===== src/rtl/axi_mcast_pkg.sv =====
// Shared types for the multicast B-join path: AXI response codes, the response
// merge rule and the per-ID tracker states.
package axi_mcast_pkg;

   typedef logic [1:0] resp_t;

   localparam resp_t RESP_OKAY   = 2'b00;
   localparam resp_t RESP_EXOKAY = 2'b01;
   localparam resp_t RESP_SLVERR = 2'b10;
   localparam resp_t RESP_DECERR = 2'b11;

   typedef enum logic {
      IDLE,
      COLLECT
   } trk_state_t;

   // Errors dominate by severity; EXOKAY survives only if every beat was EXOKAY.
   function automatic resp_t resp_merge(input resp_t a, input resp_t b);
      if (a >= RESP_SLVERR || b >= RESP_SLVERR) begin
         return (a > b) ? a : b;
      end
      return (a == RESP_EXOKAY && b == RESP_EXOKAY) ? RESP_EXOKAY : RESP_OKAY;
   endfunction

endpackage


===== src/rtl/axi_mcast_b_tracker.sv =====
// Per-ID join tracker: counts the B beats a multicast write still owes and
// folds their responses into one accumulated response.
module axi_mcast_b_tracker
   import axi_mcast_pkg::*;
#(
   parameter int FanoutWidth = 3
) (
   input  logic                   clk_i,
   input  logic                   rst_i,
   input  logic                   load_i,
   input  logic [FanoutWidth-1:0] fanout_i,
   input  logic                   beat_i,
   input  resp_t                  resp_i,
   output logic                   busy_o,
   output logic                   is_final_o,
   output resp_t                  merged_resp_o
);

   trk_state_t             state_q, state_d;
   logic [FanoutWidth-1:0] rem_q, rem_d;
   resp_t                  acc_q, acc_d;

   always_ff @(posedge clk_i) begin
      if (rst_i) begin
         state_q <= IDLE;
         rem_q   <= '0;
         acc_q   <= RESP_EXOKAY;
      end else begin
         state_q <= state_d;
         rem_q   <= rem_d;
         acc_q   <= acc_d;
      end
   end

   // Beats reaching an IDLE tracker are unicast and handled entirely by the top.
   always_comb begin
      state_d = state_q;
      rem_d   = rem_q;
      acc_d   = acc_q;
      case (state_q)
         IDLE: begin
            if (load_i) begin
               state_d = COLLECT;
               rem_d   = fanout_i;
               acc_d   = RESP_EXOKAY;
            end
         end
         COLLECT: begin
            if (beat_i) begin
               if (is_final_o) begin
                  state_d = IDLE;
                  rem_d   = '0;
                  acc_d   = RESP_EXOKAY;
               end else begin
                  rem_d = rem_q - FanoutWidth'(1);
                  acc_d = merged_resp_o;
               end
            end
         end
         default: state_d = IDLE;
      endcase
   end

   assign busy_o        = (state_q == COLLECT);
   assign is_final_o    = busy_o && (rem_q == FanoutWidth'(1));
   assign merged_resp_o = resp_merge(acc_q, resp_i);

endmodule


===== src/rtl/axi_mcast_b_joiner.sv =====
// Multicast write-response joiner: absorbs all but the last B of a multicast
// write and emits one merged B per write. Optional: AXI_MCAST_B_JOINER_STATS_EN.
module axi_mcast_b_joiner
   import axi_mcast_pkg::*;
#(
   parameter  int AxiIdBits   = 2,
   parameter  int MaxFanout   = 4,
   parameter  int FanoutWidth = $clog2(MaxFanout) + 1,
   localparam int NoIds       = 2 ** AxiIdBits
) (
   input  logic                   clk_i,
   input  logic                   rst_i,
   input  logic                   push_valid_i,
   output logic                   push_ready_o,
   input  logic [AxiIdBits-1:0]   push_id_i,
   input  logic [FanoutWidth-1:0] push_fanout_i,
   input  logic                   in_b_valid_i,
   output logic                   in_b_ready_o,
   input  logic [AxiIdBits-1:0]   in_b_id_i,
   input  resp_t                  in_b_resp_i,
   output logic                   out_b_valid_o,
   input  logic                   out_b_ready_i,
   output logic [AxiIdBits-1:0]   out_b_id_o,
   output resp_t                  out_b_resp_o,
   output logic [NoIds-1:0]       busy_o,
   output logic                   merged_pop_o,
   output logic [15:0]            mcast_done_cnt_o
);

   localparam logic [FanoutWidth-1:0] MaxFo = FanoutWidth'(MaxFanout);

   logic [NoIds-1:0]     busy;
   logic [NoIds-1:0]     is_final;
   resp_t                merged [NoIds];
   logic                 push_hs, fanout_legal, mcast_push;
   logic                 slot_free, absorb, in_hs;
   logic                 out_valid_q;
   logic [AxiIdBits-1:0] out_id_q;
   resp_t                out_resp_q;

   assign push_ready_o = ~busy[push_id_i];
   assign push_hs      = push_valid_i && push_ready_o;
   assign fanout_legal = (push_fanout_i != '0) && (push_fanout_i <= MaxFo);
   assign mcast_push   = push_hs && fanout_legal && (push_fanout_i >= FanoutWidth'(2));

   // Non-final multicast beats never touch the output slot, so they bypass backpressure.
   assign slot_free    = !out_valid_q || out_b_ready_i;
   assign absorb       = busy[in_b_id_i] && !is_final[in_b_id_i];
   assign in_b_ready_o = !rst_i && (absorb || slot_free);
   assign in_hs        = in_b_valid_i && in_b_ready_o;

   for (genvar i = 0; i < NoIds; i++) begin : g_trk
      axi_mcast_b_tracker #(
         .FanoutWidth(FanoutWidth)
      ) u_trk (
         .clk_i        (clk_i),
         .rst_i        (rst_i),
         .load_i       (mcast_push && (push_id_i == AxiIdBits'(i))),
         .fanout_i     (push_fanout_i),
         .beat_i       (in_hs && (in_b_id_i == AxiIdBits'(i))),
         .resp_i       (in_b_resp_i),
         .busy_o       (busy[i]),
         .is_final_o   (is_final[i]),
         .merged_resp_o(merged[i])
      );
   end

   always_ff @(posedge clk_i) begin
      if (rst_i) begin
         out_valid_q <= 1'b0;
         out_id_q    <= '0;
         out_resp_q  <= RESP_OKAY;
      end else if (in_hs && !absorb) begin
         out_valid_q <= 1'b1;
         out_id_q    <= in_b_id_i;
         out_resp_q  <= busy[in_b_id_i] ? merged[in_b_id_i] : in_b_resp_i;
      end else if (out_b_ready_i) begin
         out_valid_q <= 1'b0;
      end
   end

   assign out_b_valid_o = out_valid_q;
   assign out_b_id_o    = out_id_q;
   assign out_b_resp_o  = out_resp_q;
   assign busy_o        = busy;
   assign merged_pop_o  = out_valid_q && out_b_ready_i;

`ifdef AXI_MCAST_B_JOINER_STATS_EN
   logic        out_mcast_q;
   logic [15:0] done_cnt_q;

   always_ff @(posedge clk_i) begin
      if (rst_i) begin
         out_mcast_q <= 1'b0;
      end else if (in_hs && !absorb) begin
         out_mcast_q <= busy[in_b_id_i];
      end
   end

   always_ff @(posedge clk_i) begin
      if (rst_i) begin
         done_cnt_q <= '0;
      end else if (merged_pop_o && out_mcast_q && (done_cnt_q != 16'hFFFF)) begin
         done_cnt_q <= done_cnt_q + 16'd1;
      end
   end

   assign mcast_done_cnt_o = done_cnt_q;
`else
   assign mcast_done_cnt_o = '0;
`endif

   a_push_fanout_legal : assert property (@(posedge clk_i) disable iff (rst_i)
      push_hs |-> fanout_legal);

endmodule


===== config.mk =====
export PLATFORM = sky130hd
export DESIGN_NAME = axi_mcast_b_joiner
export DESIGN_NICKNAME = d
export VERILOG_FILES = /design/src/rtl/axi_mcast_pkg.sv /design/src/rtl/axi_mcast_b_tracker.sv /design/src/rtl/axi_mcast_b_joiner.sv
export SDC_FILE = /design/constraint.sdc
export NUM_CORES = 1
export LEC_CHECK = 0
export ABC_AREA = 1
export BUFFER_PORTS_ARGS = -buffer_cell sky130_fd_sc_hd__buf_4
export CORE_ASPECT_RATIO = 0.8
export CORE_MARGIN = 3
export CORE_UTILIZATION = 55
export CTS_CLUSTER_DIAMETER = 80
export DETAILED_ROUTE_END_ITERATION = 12
export PLACE_DENSITY = 0.89
export SLEW_MARGIN = 20
export SYNTH_ARGS = -nofsm -noshare
export SYNTH_HDL_FRONTEND = slang
export SYNTH_SLANG_ARGS = --single-unit

===== constraint.sdc =====
create_clock -name clk_i -period 2.5 [get_ports clk_i]
set_clock_uncertainty 0.2 [all_clocks]
set_input_delay 0.625 -clock clk_i [delete_from_list [all_inputs] [get_ports clk_i]]
set_output_delay 0.625 -clock clk_i [all_outputs]
set_load 0.01 [all_outputs]

# Yosys cells after proc, flatten, opt, wreduce, memory -nomap -nowiden
# Index checks and enable logic that the tools add are counted.
# op_classes
n_addsub,4
order_cmp,14
n_eq_ne,23
muxes,80
bitwise,6
n_reduce_logical,43
# ops
operator,n
2-bit two-way mux,27
3-bit two-way mux,12
1-bit logical AND,25
1-bit two-way mux,25
3-bit case mux with 2 select lines,4
"2-bit by 1-bit inequality test with 1-bit output, second input constant",8
2-bit case mux with 2 select lines,4
"2-bit by 1-bit equality test with 1-bit output, second input constant",7
"3-bit by 1-bit equality test with 1-bit output, second input constant",4
"3-bit by 1-bit subtractor with 3-bit output, second input constant",4
"2-bit greater-or-equal comparator, second input constant",5
"2-bit equality test, second input constant",4
2-bit > comparator,4
1-bit case mux with 2 select lines,4
2-bit AND reduction,4
1-bit binary-select mux with 2-bit select,3
1-bit logical OR,6
"2-bit by 3-bit less-than comparator with 1-bit output, second input constant",2
1-bit inverter,5
2-bit binary-select mux with 2-bit select,1
1-bit logical NOT,4
2-bit logical NOT,2
"3-bit by 2-bit greater-or-equal comparator with 1-bit output, second input constant",1
"3-bit greater-or-equal comparator, second input constant",1
other kinds (4),4
# totals
ff_bits,29
inputBits,14
out_inout_bits,28
wordCells,185

# Longest topological paths before layout
# depth
depth_word,12
ltp_mapped,13
ltp_nobuf,13

# By module
# Synthesis repeated with hierarchy kept, for this count alone.
# hier_totals
hier_cells,381
hier_area_um2,2541.2
# by_module_without_submodules
module,instances,cells_each,area_each_um2,seq_area_each_um2
axi_mcast_b_tracker,4,66,469.2,120.1
axi_mcast_b_joiner,1,117,664.4,100.1

# Least setup slack after synthesis
# Ideal clock, no wire load.
# synth_path
path_type,input to output
from,input in_b_id_i[0]
to,output in_b_ready_o
arrival_time_ns,1.261
required_ns,1.675
path_slack_ns,0.414
path_stages,6
path_buffers,0
cell_sequence,inv_1 nand3_1 nand2_2 nor2_4 nand3_4 a21oi_1
# synth_via
elab_chain_len,6
word_cells_on_any_way,8
# synth_rtl
item,line_no,source
"start, declared",axi_mcast_b_joiner.sv:19,"input logic [AxiIdBits-1:0] in_b_id_i,"
1-bit binary-select mux with 2-bit select,axi_mcast_b_joiner.sv:48,assign absorb = busy[in_b_id_i] && !is_final[in_b_id_i];
1-bit two-way mux (implied by the code),axi_mcast_b_joiner.sv:48,
1-bit logical NOT,axi_mcast_b_joiner.sv:48,
1-bit logical AND (*),axi_mcast_b_joiner.sv:48,
1-bit logical OR (*),axi_mcast_b_joiner.sv:49,assign in_b_ready_o = !rst_i && (absorb || slot_free);
1-bit logical AND (*),axi_mcast_b_joiner.sv:49,
"end, declared",axi_mcast_b_joiner.sv:18,"output logic in_b_ready_o,"
# Every way passes the cells marked *; elsewhere a longest branch is shown, timed or not. The select of a mux whose other input is x is not followed.

# Worst setup path in the final report
# layout_path
from,register g_trk[2].u_trk.rem_q[1]
to,output in_b_ready_o
# layout_via
elab_chain_len,8
# layout_rtl
item,line_no,source
"start, declared",axi_mcast_b_tracker.sv:20,"logic [FanoutWidth-1:0] rem_q, rem_d;"
"start signal, assigned",axi_mcast_b_tracker.sv:30,rem_q <= rem_d;
3-bit by 1-bit equality test with 1-bit output,axi_mcast_b_tracker.sv:65,assign is_final_o = busy_o && (rem_q == FanoutWidth'(1));
1-bit logical AND,axi_mcast_b_tracker.sv:65,
1-bit binary-select mux with 2-bit select,axi_mcast_b_joiner.sv:48,
1-bit two-way mux (implied by the code),axi_mcast_b_joiner.sv:48,
1-bit logical NOT,axi_mcast_b_joiner.sv:48,
1-bit logical AND,axi_mcast_b_joiner.sv:48,
1-bit logical OR,axi_mcast_b_joiner.sv:49,
1-bit logical AND,axi_mcast_b_joiner.sv:49,
# No other way between the ends. The select of a mux whose other input is x is not followed.

==> flow_summary.json <==
{
  "cts-htree-levels": 2,
  "ctsHoldBuffers": 0,
  "clkLatencyLatePin_ns": 0.29,
  "timing.rr.start": "g_trk[2].u_trk.rem_q[1]",
  "fp.dieW_um": 78.7,
  "hold_path.class": "reg -> reg",
  "cp-start-kind": "register",
  "p_leak_nw": 1.37,
  "gp_congestion": 0.929,
  "ys_types": 29,
  "synth_area_um2": 2330,
  "synth-edff-count": 0,
  "hpwl_mm": 4.16,
  "report.final.slew_viol_count": 0,
  "dpl_worst_slack_ns": 0.138,
  "power_density_nw_per_um2": 635,
  "clock_path_buffers": 2,
  "ant_nets": 0,
  "maxCapViolCount": 0,
  "synth_async_sr_flop_share_pct": 0,
  "whs_ns": 0.262,
  "ys_top_cells_by_count": "nand2_1, inv_1, nor2_1",
  "drt_iter0_markers": 148,
  "drive_gt1_share_pct": 17.5,
  "outcome": "complete, no violations",
  "post-synth-top-area-fraction_pct": 25.0,
  "arrival_ns": 1.56,
  "worstHoldStart": "g_trk[0].u_trk.acc_q[0]",
  "highest_layer": "met4",
  "via_per_inst": 5.25,
  "core_area_um2": 3930,
  "cts_inserted_buffers": 5,
  "vdd.ir_drop.worst_mv": 0.568,
  "rsz0062_at_grt": "no",
  "period_minus_slack_ns": 2.39,
  "finalNonFillerCells": 427,
  "drt-pass1-iter-count": 5,
  "rows": 20,
  "setup_viol": 0,
  "die_height_um": 64.2,
  "tns_ns": 0,
  "cp-startpoint": "g_trk[2].u_trk.rem_q[1]",
  "avgSynthCellArea_um2": 6.74,
  "wl_met2_mm": 2.51,
  "synth_most_common_cell": "nand2_1",
  "initial_utilization_pct": 59.2,
  "wl_met3_um": 306,
  "post_cts_buffers": 0,
  "fmax_ghz": 0.419,
  "clockRootBuffer": "clkbuf_8",
  "drc_errors": 0,
  "wl_per_cell_um": 12.6,
  "synth_top_cell_by_area": "dfxtp_1",
  "crit_required_ns": 1.67,
  "area_growth_syn_to_layout_pct": 12.3,
  "cts_resized": 0,
  "ys.warnings.count": 0,
  "routed_wl_mm": 5.39,
  "cts_tree": "yes",
  "hold_violations": 0,
  "grtUsageTotal_pct": 21.8,
  "placed_cells": 419,
  "min_period_over_period_pct": 95.5,
  "num_io_pins": 42,
  "synth_seq_cells": 29,
  "ys_seq_area_share_pct": 25.0,
  "diodes": 0,
  "synth_top_flop_cell": "dfxtp_1",
  "path_clk_slew_ns": 0.06,
  "grt_pass1_vias": 1996,
  "path_max_fanout": 3,
  "wirelength_met1_mm": 2.50,
  "synth_cells": 345,
  "grt_pass1_wl_mm": 8.71,
  "vias": 2242,
  "synthTopCellsByArea": "dfxtp_1, ha_1, nand2_1, inv_1, buf_4",
  "grt_overflow_total": 0,
  "grt_max_degree": 14,
  "dieArea_um2": 5050,
  "clock_sinks": 29,
  "portBuffers": 25,
  "cp-end-kind": "output pin",
  "antenna_found_initial": 0,
  "layout.nets": 405,
  "worstSetupPathType": "reg -> out",
  "fin_ws_ns": 0.112
}
[power by group]
part	switching, mW	internal [mW]	total [mW]
clock network	0.196	0.396	0.591
registers	0.0489	0.518	0.567
logic	0.303	0.196	0.499
total	0.548	1.11	1.66
[kinds of logic (layout without fill, tap and decap cells)]
kind of cell / count (synthesis) / in the layout / synth area share [%]
compound gates: 57 / 57 / 13.9
xor+xnor: 4 / 4 / 1.51
fa+ha+maj: 20 / 20 / 10.8
buf+inv: 76 / 88 / 16.7
flops: 29 / 29 / 25.0
other cells: 1 / 16 / 0.161
simple gates: 158 / 158 / 32.0
[path summary, 6_finish.rpt]
| kind | end | cells after the start | slack, ns |
|---|---|---|---|
| max | in_b_ready_o | 8 | 0.11 |
| min | g_trk[0].u_trk.acc_q[0] | 2 | 0.26 |
| max reg2reg | g_trk[2].u_trk.acc_q[1] | 12 | 0.55 |
| min reg2reg | g_trk[0].u_trk.acc_q[0] | 2 | 0.26 |
[per-stage QoR]
| step | util [%] | power (mW) | instance area (µm²) |
|---|---|---|---|
| after floorplan | - | 0.959 | 2380 |
| after global placement | 62.8 | 1.04 | 2470 |
| after detailed placement | 62.8 | 1.06 | 2470 |
| after CTS | 66.2 | 1.65 | 2600 |
| after global routing | 66.5 | 1.76 | 2610 |
| final | 66.5 | 1.66 | 2610 |
[placed cells by master, fill, tap and decap left out, types with 2 or more instances in the layout]
| cell type | count |
|---|---|
| a21oi_1 | 17 |
| dfxtp_2 | 4 |
| dfxtp_1 | 25 |
| inv_1 | 48 |
| or2_2 | 3 |
| o22ai_1 | 11 |
| nor2_1 | 38 |
| xor2_1 | 4 |
| a31oi_1 | 4 |
| clkbuf_8 | 5 |
| nand3_1 | 21 |
| buf_4 | 28 |
| nand3b_1 | 8 |
| inv_2 | 4 |
| conb_1 | 16 |
| nor2_2 | 2 |
| o21ai_0 | 17 |
| nand2_2 | 10 |
| bufinv_16 | 2 |
| nand4_1 | 8 |
| ha_1 | 20 |
| nand2_1 | 64 |
| a22oi_1 | 4 |
| a21oi_2 | 2 |
[cell type report]
cell class	instances	area [µm²]
well taps	55	68.8
inverters	52	195
clock inverters	3	65.1
clock buffers	5	68.8
multi-input cells	255	1420
repair buffers	28	210
fillers	350	1320
flip-flops and latches	29	586
[routing by layer]
metal / up-vias / GRT usage, %
met4: 0 / 8.95
met2: 73 / 34.9
li1: 1144 / -
met5: - / 0
met3: 8 / 5.63
met1: 1017 / 27.9
[worst max-delay path, cell delays in order (launching register included)]
cell      delay, ns
dfxtp_1        0.32
inv_1          0.07
ha_1           0.17
nand3b_1       0.16
nor2_1         0.08
nor2_2         0.12
nand3_4        0.10
a21oi_2        0.13
buf_4          0.13
[state kept, by name (all words and copies together), names as in the netlist]
register,cells
out_b_resp_o,2
g_trk.u_trk.busy_o,4
out_b_valid_o,1
out_b_id_o,2
g_trk.u_trk.rem_q,12
g_trk.u_trk.acc_q,8
Note: power is estimated with default switching activity, not from simulation.
